**src/rtl/adc8_conv_if.sv**
```systemverilog
// Handshake/bus bundle between adc8_conv_sched and its environment.
// master: the scheduler side; slave: requesters, flash ADC and result consumer.
interface adc8_conv_if;
    logic [3:0] req;
    logic [3:0] ack;
    logic [1:0] mux_sel;
    logic       sample_en;
    logic [7:0] adc_code;
    logic       busy;
    logic       res_valid;
    logic       res_ready;
    logic [7:0] res_data;
    logic [1:0] res_ch;
    logic       res_ovr;

    modport master (
        input  req, adc_code, res_ready,
        output ack, mux_sel, sample_en, busy, res_valid, res_data, res_ch, res_ovr
    );

    modport slave (
        output req, adc_code, res_ready,
        input  ack, mux_sel, sample_en, busy, res_valid, res_data, res_ch, res_ovr
    );
endinterface

```
**src/rtl/adc8_conv_sched.sv**
```systemverilog
// Round-robin 4-channel conversion scheduler for a flash ADC: settle, average, hand off.
// Optional: define OVERRANGE_FLAG_EN to flag conversions that saw a full-scale (8'hFF) sample.
module adc8_conv_sched #(
    parameter int unsigned SETTLE_CYCLES = 4,
    parameter int unsigned AVG_LOG2      = 2
) (
    input logic         clk,
    input logic         rst,
    adc8_conv_if.master bus
);
    localparam int unsigned AW = 8 + AVG_LOG2;
    localparam int unsigned CW = 8;
    localparam int unsigned NS = 1 << AVG_LOG2;

    typedef enum logic [1:0] {IDLE, SETTLE, SAMPLE, DONE} state_t;

    state_t          state, state_nxt;
    logic [1:0]      last, last_nxt;
    logic [1:0]      mux_sel, mux_sel_nxt;
    logic [CW-1:0]   cnt, cnt_nxt;
    logic [AW-1:0]   acc, acc_nxt, sum_c;
    logic [7:0]      res_data, res_data_nxt;
    logic [1:0]      res_ch, res_ch_nxt;
    logic [3:0]      ack, ack_nxt;
    logic            sample_en, busy, res_valid;
    logic            found_c;
    logic [1:0]      gnt_c;
`ifdef OVERRANGE_FLAG_EN
    logic            ovr, ovr_nxt, res_ovr, res_ovr_nxt;
`endif

    // Round-robin search starting one past the last served channel.
    always_comb begin
        found_c = 1'b0;
        gnt_c   = last;
        for (int i = 1; i <= 4; i++) begin
            if (!found_c && bus.req[2'(last + 2'(i))]) begin
                found_c = 1'b1;
                gnt_c   = 2'(last + 2'(i));
            end
        end
    end

    assign sum_c = acc + AW'(bus.adc_code);

    always_comb begin
        state_nxt    = state;
        last_nxt     = last;
        mux_sel_nxt  = mux_sel;
        cnt_nxt      = cnt;
        acc_nxt      = acc;
        res_data_nxt = res_data;
        res_ch_nxt   = res_ch;
        ack_nxt      = 4'b0000;
`ifdef OVERRANGE_FLAG_EN
        ovr_nxt      = ovr;
        res_ovr_nxt  = res_ovr;
`endif
        case (state)
            IDLE: begin
                if (found_c) begin
                    state_nxt   = SETTLE;
                    mux_sel_nxt = gnt_c;
                    cnt_nxt     = '0;
                    acc_nxt     = '0;
`ifdef OVERRANGE_FLAG_EN
                    ovr_nxt     = 1'b0;
`endif
                end
            end
            SETTLE: begin
                if (cnt == CW'(SETTLE_CYCLES - 1)) begin
                    state_nxt = SAMPLE;
                    cnt_nxt   = '0;
                end else begin
                    cnt_nxt = cnt + CW'(1);
                end
            end
            SAMPLE: begin
                acc_nxt = sum_c;
`ifdef OVERRANGE_FLAG_EN
                ovr_nxt = ovr | (bus.adc_code == 8'hFF);
`endif
                if (cnt == CW'(NS - 1)) begin
                    state_nxt    = DONE;
                    res_data_nxt = 8'(sum_c >> AVG_LOG2);
                    res_ch_nxt   = mux_sel;
`ifdef OVERRANGE_FLAG_EN
                    res_ovr_nxt  = ovr_nxt;
`endif
                end else begin
                    cnt_nxt = cnt + CW'(1);
                end
            end
            DONE: begin
                if (bus.res_ready) begin
                    state_nxt = IDLE;
                    ack_nxt   = 4'(1) << res_ch;
                    last_nxt  = res_ch;
                end
            end
            default: state_nxt = IDLE;
        endcase
    end

    // Status outputs are registered copies of the next-state decode.
    always_ff @(posedge clk) begin
        if (rst) begin
            state     <= IDLE;
            last      <= 2'd3;
            mux_sel   <= '0;
            cnt       <= '0;
            acc       <= '0;
            res_data  <= '0;
            res_ch    <= '0;
            ack       <= '0;
            sample_en <= 1'b0;
            busy      <= 1'b0;
            res_valid <= 1'b0;
`ifdef OVERRANGE_FLAG_EN
            ovr       <= 1'b0;
            res_ovr   <= 1'b0;
`endif
        end else begin
            state     <= state_nxt;
            last      <= last_nxt;
            mux_sel   <= mux_sel_nxt;
            cnt       <= cnt_nxt;
            acc       <= acc_nxt;
            res_data  <= res_data_nxt;
            res_ch    <= res_ch_nxt;
            ack       <= ack_nxt;
            sample_en <= (state_nxt == SAMPLE);
            busy      <= (state_nxt != IDLE);
            res_valid <= (state_nxt == DONE);
`ifdef OVERRANGE_FLAG_EN
            ovr       <= ovr_nxt;
            res_ovr   <= res_ovr_nxt;
`endif
        end
    end

    assign bus.ack       = ack;
    assign bus.mux_sel   = mux_sel;
    assign bus.sample_en = sample_en;
    assign bus.busy      = busy;
    assign bus.res_valid = res_valid;
    assign bus.res_data  = res_data;
    assign bus.res_ch    = res_ch;
`ifdef OVERRANGE_FLAG_EN
    assign bus.res_ovr   = res_ovr;
`else
    assign bus.res_ovr   = 1'b0;
`endif
endmodule

```
**src/flat_wrapper.sv**
```systemverilog
// flat-port wrapper written by rule: the top's interface ports become plain ports
module adc8_conv_sched_flat 
#(
    parameter int unsigned SETTLE_CYCLES = 4,
    parameter int unsigned AVG_LOG2      = 2
)
  (clk, rst, bus_req, bus_adc_code, bus_res_ready, bus_ack, bus_mux_sel, bus_sample_en, bus_busy, bus_res_valid, bus_res_data, bus_res_ch, bus_res_ovr);
  adc8_conv_if bus_i ();
  input logic clk;
  input logic rst;
  input wire logic [$bits(bus_i.req)-1:0] bus_req;
  input wire logic [$bits(bus_i.adc_code)-1:0] bus_adc_code;
  input wire logic [$bits(bus_i.res_ready)-1:0] bus_res_ready;
  output wire logic [$bits(bus_i.ack)-1:0] bus_ack;
  output wire logic [$bits(bus_i.mux_sel)-1:0] bus_mux_sel;
  output wire logic [$bits(bus_i.sample_en)-1:0] bus_sample_en;
  output wire logic [$bits(bus_i.busy)-1:0] bus_busy;
  output wire logic [$bits(bus_i.res_valid)-1:0] bus_res_valid;
  output wire logic [$bits(bus_i.res_data)-1:0] bus_res_data;
  output wire logic [$bits(bus_i.res_ch)-1:0] bus_res_ch;
  output wire logic [$bits(bus_i.res_ovr)-1:0] bus_res_ovr;
  assign bus_i.req = bus_req;
  assign bus_i.adc_code = bus_adc_code;
  assign bus_i.res_ready = bus_res_ready;
  assign bus_ack = bus_i.ack;
  assign bus_mux_sel = bus_i.mux_sel;
  assign bus_sample_en = bus_i.sample_en;
  assign bus_busy = bus_i.busy;
  assign bus_res_valid = bus_i.res_valid;
  assign bus_res_data = bus_i.res_data;
  assign bus_res_ch = bus_i.res_ch;
  assign bus_res_ovr = bus_i.res_ovr;
  adc8_conv_sched #(.SETTLE_CYCLES(SETTLE_CYCLES), .AVG_LOG2(AVG_LOG2)) u_core (.clk(clk), .rst(rst), .bus(bus_i));
endmodule
```
**config.mk**
```make
export PLATFORM = sky130hd
export DESIGN_NAME = adc8_conv_sched_flat
export DESIGN_NICKNAME = d
export VERILOG_FILES = /design/src/rtl/adc8_conv_if.sv /design/src/rtl/adc8_conv_sched.sv /design/src/flat_wrapper.sv
export SDC_FILE = /design/constraint.sdc
export NUM_CORES = 1
export LEC_CHECK = 0
export CAP_MARGIN = 20
export CORE_MARGIN = 2
export CORE_UTILIZATION = 48
export CTS_BUF_LIST = sky130_fd_sc_hd__clkbuf_16
export DETAILED_ROUTE_END_ITERATION = 10
export PLACE_DENSITY = 0.87
export SYNTH_ARGS = -nofsm -noshare
export SYNTH_HDL_FRONTEND = slang
export SYNTH_SLANG_ARGS = --single-unit
```
**constraint.sdc**
```tcl
create_clock -name clk -period 2.05 [get_ports clk]
set_input_delay 0.41 -clock clk [delete_from_list [all_inputs] [get_ports clk]]
set_output_delay 0.41 -clock clk [all_outputs]
set_load 0.02 [all_outputs]
```
Word level (Yosys, flattened, before mapping):

Index checks and enable logic that the tools add are counted.

* $add $sub $neg: 5
* magnitude comparators: 4
* equal/unequal tests: 8
* shift-type cells: 1
* mux-type cells: 27
* bitwise gates (word level): 2
* reduce and logical (&&, ||, !) cells: 16

Operator list (count)
* 8-bit two-way mux: 3
* 8-bit one-hot mux with 3 select lines: 1
* 10-bit one-hot mux with 2 select lines: 1
* 2-bit two-way mux: 8
* 2-bit by 3-bit less-than comparator with 1-bit output (second input constant): 4
* 10-bit by 8-bit adder with 10-bit output: 1
* 10-bit two-way mux: 1
* 8-bit by 1-bit adder with 8-bit output (second input constant): 1
* 1-bit binary-select mux with 2-bit select: 4
* 2-bit == test (second input constant): 4
* 8-bit by 2-bit == test with 1-bit output (second input constant): 1
* 1-bit two-way mux: 8
* 2-bit one-hot mux with 4 select lines: 1
* 2-bit AND reduction: 4
* 2-bit adder (second input constant): 2
* 2-bit nonzero test: 2
* 1-bit by 2-bit << shifter with 4-bit output (first input constant): 1
* 1-bit logical AND: 3
* 1-bit logical NOT: 3
* 3-bit AND reduction: 1
* 3-bit nonzero test: 1
* 3-bit OR reduction: 1
* 2-bit by 1-bit adder with 2-bit output (second input constant): 1
* 2-bit by 1-bit == test with 1-bit output (second input constant): 1
* other kinds (4): 5

* flip-flop bits (word level): 41
* bits of input ports: 15
* output and inout bits: 20

Logic depth before layout (Yosys ltp):

* word-level depth: 16
* mapped depth: 8
* mapped depth without buffers: 8

Worst setup path before layout:

No wires, ideal clock.

* kind: reg-to-reg
* start point: reg u_core.cnt[0]
* end point: reg u_core.busy (netlist: u_core.bus.busy)
* library setup time: 0.132 ns
* data arrival time: 1.977 ns
* data required time: 1.918 ns
* setup slack: -0.060 ns
* cell stages (with the launch flop): 7
* path buffers: 0
* period minus slack after synthesis: 2.110 ns
* path through: dfxtp_1 -> ha_1 -> or4b_1 -> or4_1 -> a2111o_1 -> nand2_2 -> a21oi_1

* word-level cells in the longest chain between the ends: 4
* elaborated cells between the ends (all ways): 5
* those cells by class: eq/ne: 1; mux: 3; reduce/logical: 1

Ends and longest elaborated chain
* from (decl): line adc8_conv_sched.sv:20 `logic [CW-1:0] cnt, cnt_nxt;`
* from (signal assigned): line adc8_conv_sched.sv:128 `cnt <= cnt_nxt;`
* 8-bit by 2-bit == test with 1-bit output (*): line adc8_conv_sched.sv:72, adc8_conv_sched.sv:84
* 2-bit two-way mux (on tied branches): line adc8_conv_sched.sv:84, adc8_conv_sched.sv:72
* 2-bit one-hot mux with 4 select lines (*): line adc8_conv_sched.sv:59 `case (state)`
* 2-bit nonzero test (*): line adc8_conv_sched.sv:134 `busy <= (state_nxt != IDLE);`
* to (signal assigned): line adc8_conv_sched.sv:134
* to (decl): line adc8_conv_sched.sv:25 `logic sample_en, busy, res_valid;`

Mark *: on every way between the ends. The rest lies on a longest branch, timed or not.
A chain may end at the register's enable or synchronous reset.

Worst setup path in the final report:

* start point: reg u_core.cnt[1]
* end point: reg u_core.res_valid (netlist: u_core.bus.res_valid)

* word-level cells in the longest chain between the ends: 4
* elaborated cells between the ends (all ways): 5
* those cells by class: eq/ne: 2; mux: 3

Ends and longest elaborated chain
* 8-bit by 2-bit == test with 1-bit output (*): line adc8_conv_sched.sv:72, adc8_conv_sched.sv:84
* 2-bit two-way mux (on tied branches): line adc8_conv_sched.sv:84, adc8_conv_sched.sv:72
* 2-bit one-hot mux with 4 select lines (*): line adc8_conv_sched.sv:59
* 2-bit == test (*): line adc8_conv_sched.sv:135 `res_valid <= (state_nxt == DONE);`
* to (signal assigned): line adc8_conv_sched.sv:135
* to (decl): line adc8_conv_sched.sv:25

Marked as above.

==> out/metrics.yaml <==
synthesis:
  syn-num-nets: 282
  yosys_warnings: 0
  synth_common_cells: "41 x dfxtp_1, 27 x nand2_1, 19 x nor2_1"
  yosysMostFrequentCell: "dfxtp_1"
  synth-edff-count: 0
  netlist_area_um2: 2170
  netlist_instances: 251
  synth-main-ff-cell: "dfxtp_1"
  synth.yosys.seq_area_share: 0.379
  synth_top_area_frac: 0.379
  yosysUniqueCellTypes: 52
  synth.area.top_cells: "dfxtp_1 38%, ha_1 8.7%, nand2_1 4.7%"
  syn_avg_cell_area_um2: 8.63
  ys_ff_latch: 41
  async_flop_share: 0
  post-synth-top-area-cell: "dfxtp_1"
critical_path:
  r2r-end: "u_core.bus.res_valid"
  start_kind: "flip-flop"
  cp_data_arrival_time_ps: 2260
  cp_cell_sequence: "ha_4 > or4b_4 > or4_4 > a2111o_1 > nand2_2 > nor3_1"
  reg2regPathDepth: 6
  crit_required_ps: 2200
  crit_fanout: 4
  slowest_delay_ps: 460
  r2r_slack_ps: -50
  crit_slowest_cell: "or4b_4"
  crit_type: "flip-flop to flip-flop"
  r2r-start: "u_core.cnt[1]"
  crit_path_end: "u_core.bus.res_valid"
  timing.critical_path.from: "u_core.cnt[1]"
  critical_path.endpoint_type: "flip-flop"
placement:
  dp_hpwl_um: 4020
  portBuffers: 33
  dpl_cell_area_um2: 2790
  gp_congestion: 0.896
  dp_cells: 360
  dp_slack_ps: -439
die:
  coreArea_um2: 4350
  fp.dieW_um: 71.2
  ios: 35
  die_y_um: 71.2
  initial_utilization: 0.497
  row_count: 24
  die_area_um2: 5070
finish:
  drive_gt1_frac: 0.207
  fin_cells: 371
  syn_to_final_growth_pct: 40.4
  utilization: 0.699
  fill_cells: 325
  fin_area_um2: 3040
  final_nets: 350
  antennaDiodeCount: 0
timing:
  rsz0062_at_grt: "true"
  clock.fmax_mhz: 476
  timing.hold.ws_ps: 470
  setup_viol: 4
  fin_ws_ps: -52.8
  min_period_ps: 2100
  hold_viol: 0
  finalCritPeriodShare: 1.03
  skew_ps: 2.78
  setup_tns_ps: -154
  slew_viol_final: 0
route:
  wl_um: 5750
  antenna_left: 0
  dr.pass1.iters: 6
  via_count: 2147
  drc: 0
  wire_per_inst_um: 15.5
  via_per_inst: 5.79
  drtIter0Drc: 165
pwr:
  p_leak_nw: 1.24
  seqPwrFrac: 0.361
  p_per_area_nw_per_um2: 859
  switching_share: 0.333
  p_clk_frac: 0.279
  p_sw_mw: 0.870
  power.total_mw: 2.61
  peakVddDrop_uv: 482
  power_frac_comb: 0.361
  intPower_mw: 1.74
cts:
  cts_inserted_buffers: 5
  htree_levels: 2
  path_clk_slew_ps: 60
  clkLatencyLatePin_ps: 280
  cts_max_path_buffers: 2
  hold_buffers: 0
  cts_tree: "yes"
  cts-root-buf: "clkbuf_16"
  clock_sinks: 41
status:
  violations: "setup timing"
  outcome: "finished, violations left"
global_routing:
  antenna_found_initial: 0
  grt_overflow_total: 0
  grt_pass1_wl_um: 9350
  grt_usage: 0.233
  grt_pass1_vias: 2040
  grt_max_degree: 26
run:
  cap_violations: 0
min_path:
  hold_path_class: "flip-flop to flip-flop"
worst min path at each step:
stage                                       from                     end  slack (ps)  cells past startpoint
after global placement    u_core.bus.res_data[0]  u_core.bus.res_data[0]         440                      2
after global routing      u_core.bus.res_data[2]  u_core.bus.res_data[2]         490                      2
after floorplan                    u_core.acc[3]           u_core.acc[3]         450                      1
final                     u_core.bus.res_data[0]  u_core.bus.res_data[0]         470                      2
after CTS                 u_core.bus.res_data[1]  u_core.bus.res_data[1]         470                      2
after detailed placement  u_core.bus.res_data[1]  u_core.bus.res_data[1]         460                      2
layout by cell type, fill, tap and decap left out, drive strengths merged, types with 10 or more instances in the layout:
master	synthesis	layout
clkdlybuf4s50	0	29
nand2	28	28
xnor2	10	10
dfxtp	41	41
inv	12	13
nand3	10	10
a21oi	17	17
nor2	19	19
buf	2	40
ha	15	15
layer usage:
| metal | track usage | share of wire | vias to the layer above |
|---|---|---|---|
| met5 | 0 | 0 | - |
| met4 | 0.0922 | 0.020 | 0 |
| met3 | 0.0541 | 0.054 | 12 |
| met2 | 0.406 | 0.51 | 86 |
| met1 | 0.276 | 0.42 | 1003 |
| li1 | - | - | 1046 |
worst max-delay path: cells and delay by family, from the launching register on:
| family | cells | cell delay, ps |
|---|---|---|
| simple gates | 4 | 1090 |
| compound gates | 1 | 410 |
| flops | 1 | 350 |
| fa+ha+maj | 1 | 130 |
cell families after synthesis:
kind of cell,synth area share
and+or+nand+nor,0.223
AOI/OAI and AO/OA,0.187
DFF,0.379
buffers and inverters,0.0433
adders and majority gates,0.0959
xor gates and xnor gates,0.0607
muxes,0.00924
other,0.00173
what timing repair did:
action,in CTS,in global routing
pin swaps,6,3
setup endpoints to repair,22,23
setup buffers,1,3
cloned,0,0
resized for setup,12,13
final cells by class:
cell class	instances	area (um2)	area share
Inverter	12	45.0	0.0148
Clock buffer	5	125	0.0411
Multi-Input combinational cell	186	1340	0.441
Clock inverter	2	7.51	0.00247
Timing Repair Buffer	73	633	0.208
Sequential cell	41	823	0.271
Tap cell	52	65.1	0.0214
flip-flops by register name (all words and copies together) (netlist names):
| name | flops |
|---|---|
| u_core.acc | 10 |
| u_core.bus.ack | 4 |
| u_core.bus.busy | 1 |
| u_core.bus.mux_sel | 2 |
| u_core.bus.res_ch | 2 |
| u_core.bus.res_data | 8 |
| u_core.bus.res_valid | 1 |
| u_core.bus.sample_en | 1 |
| u_core.cnt | 8 |
| u_core.last | 2 |
| u_core.state | 2 |
power groups by stage:
stage,clock [mW],sequential [mW],combinational [mW]
2_1_floorplan,0,0.982,0.515
3_3_place_gp,0,0.946,0.837
4_1_cts,0.731,0.937,0.902
3_5_place_dp,0,0.952,0.872
5_1_grt,0.768,0.955,1.03
6_report,0.728,0.943,0.943
No activity file was read; power rests on OpenSTA's default activity.
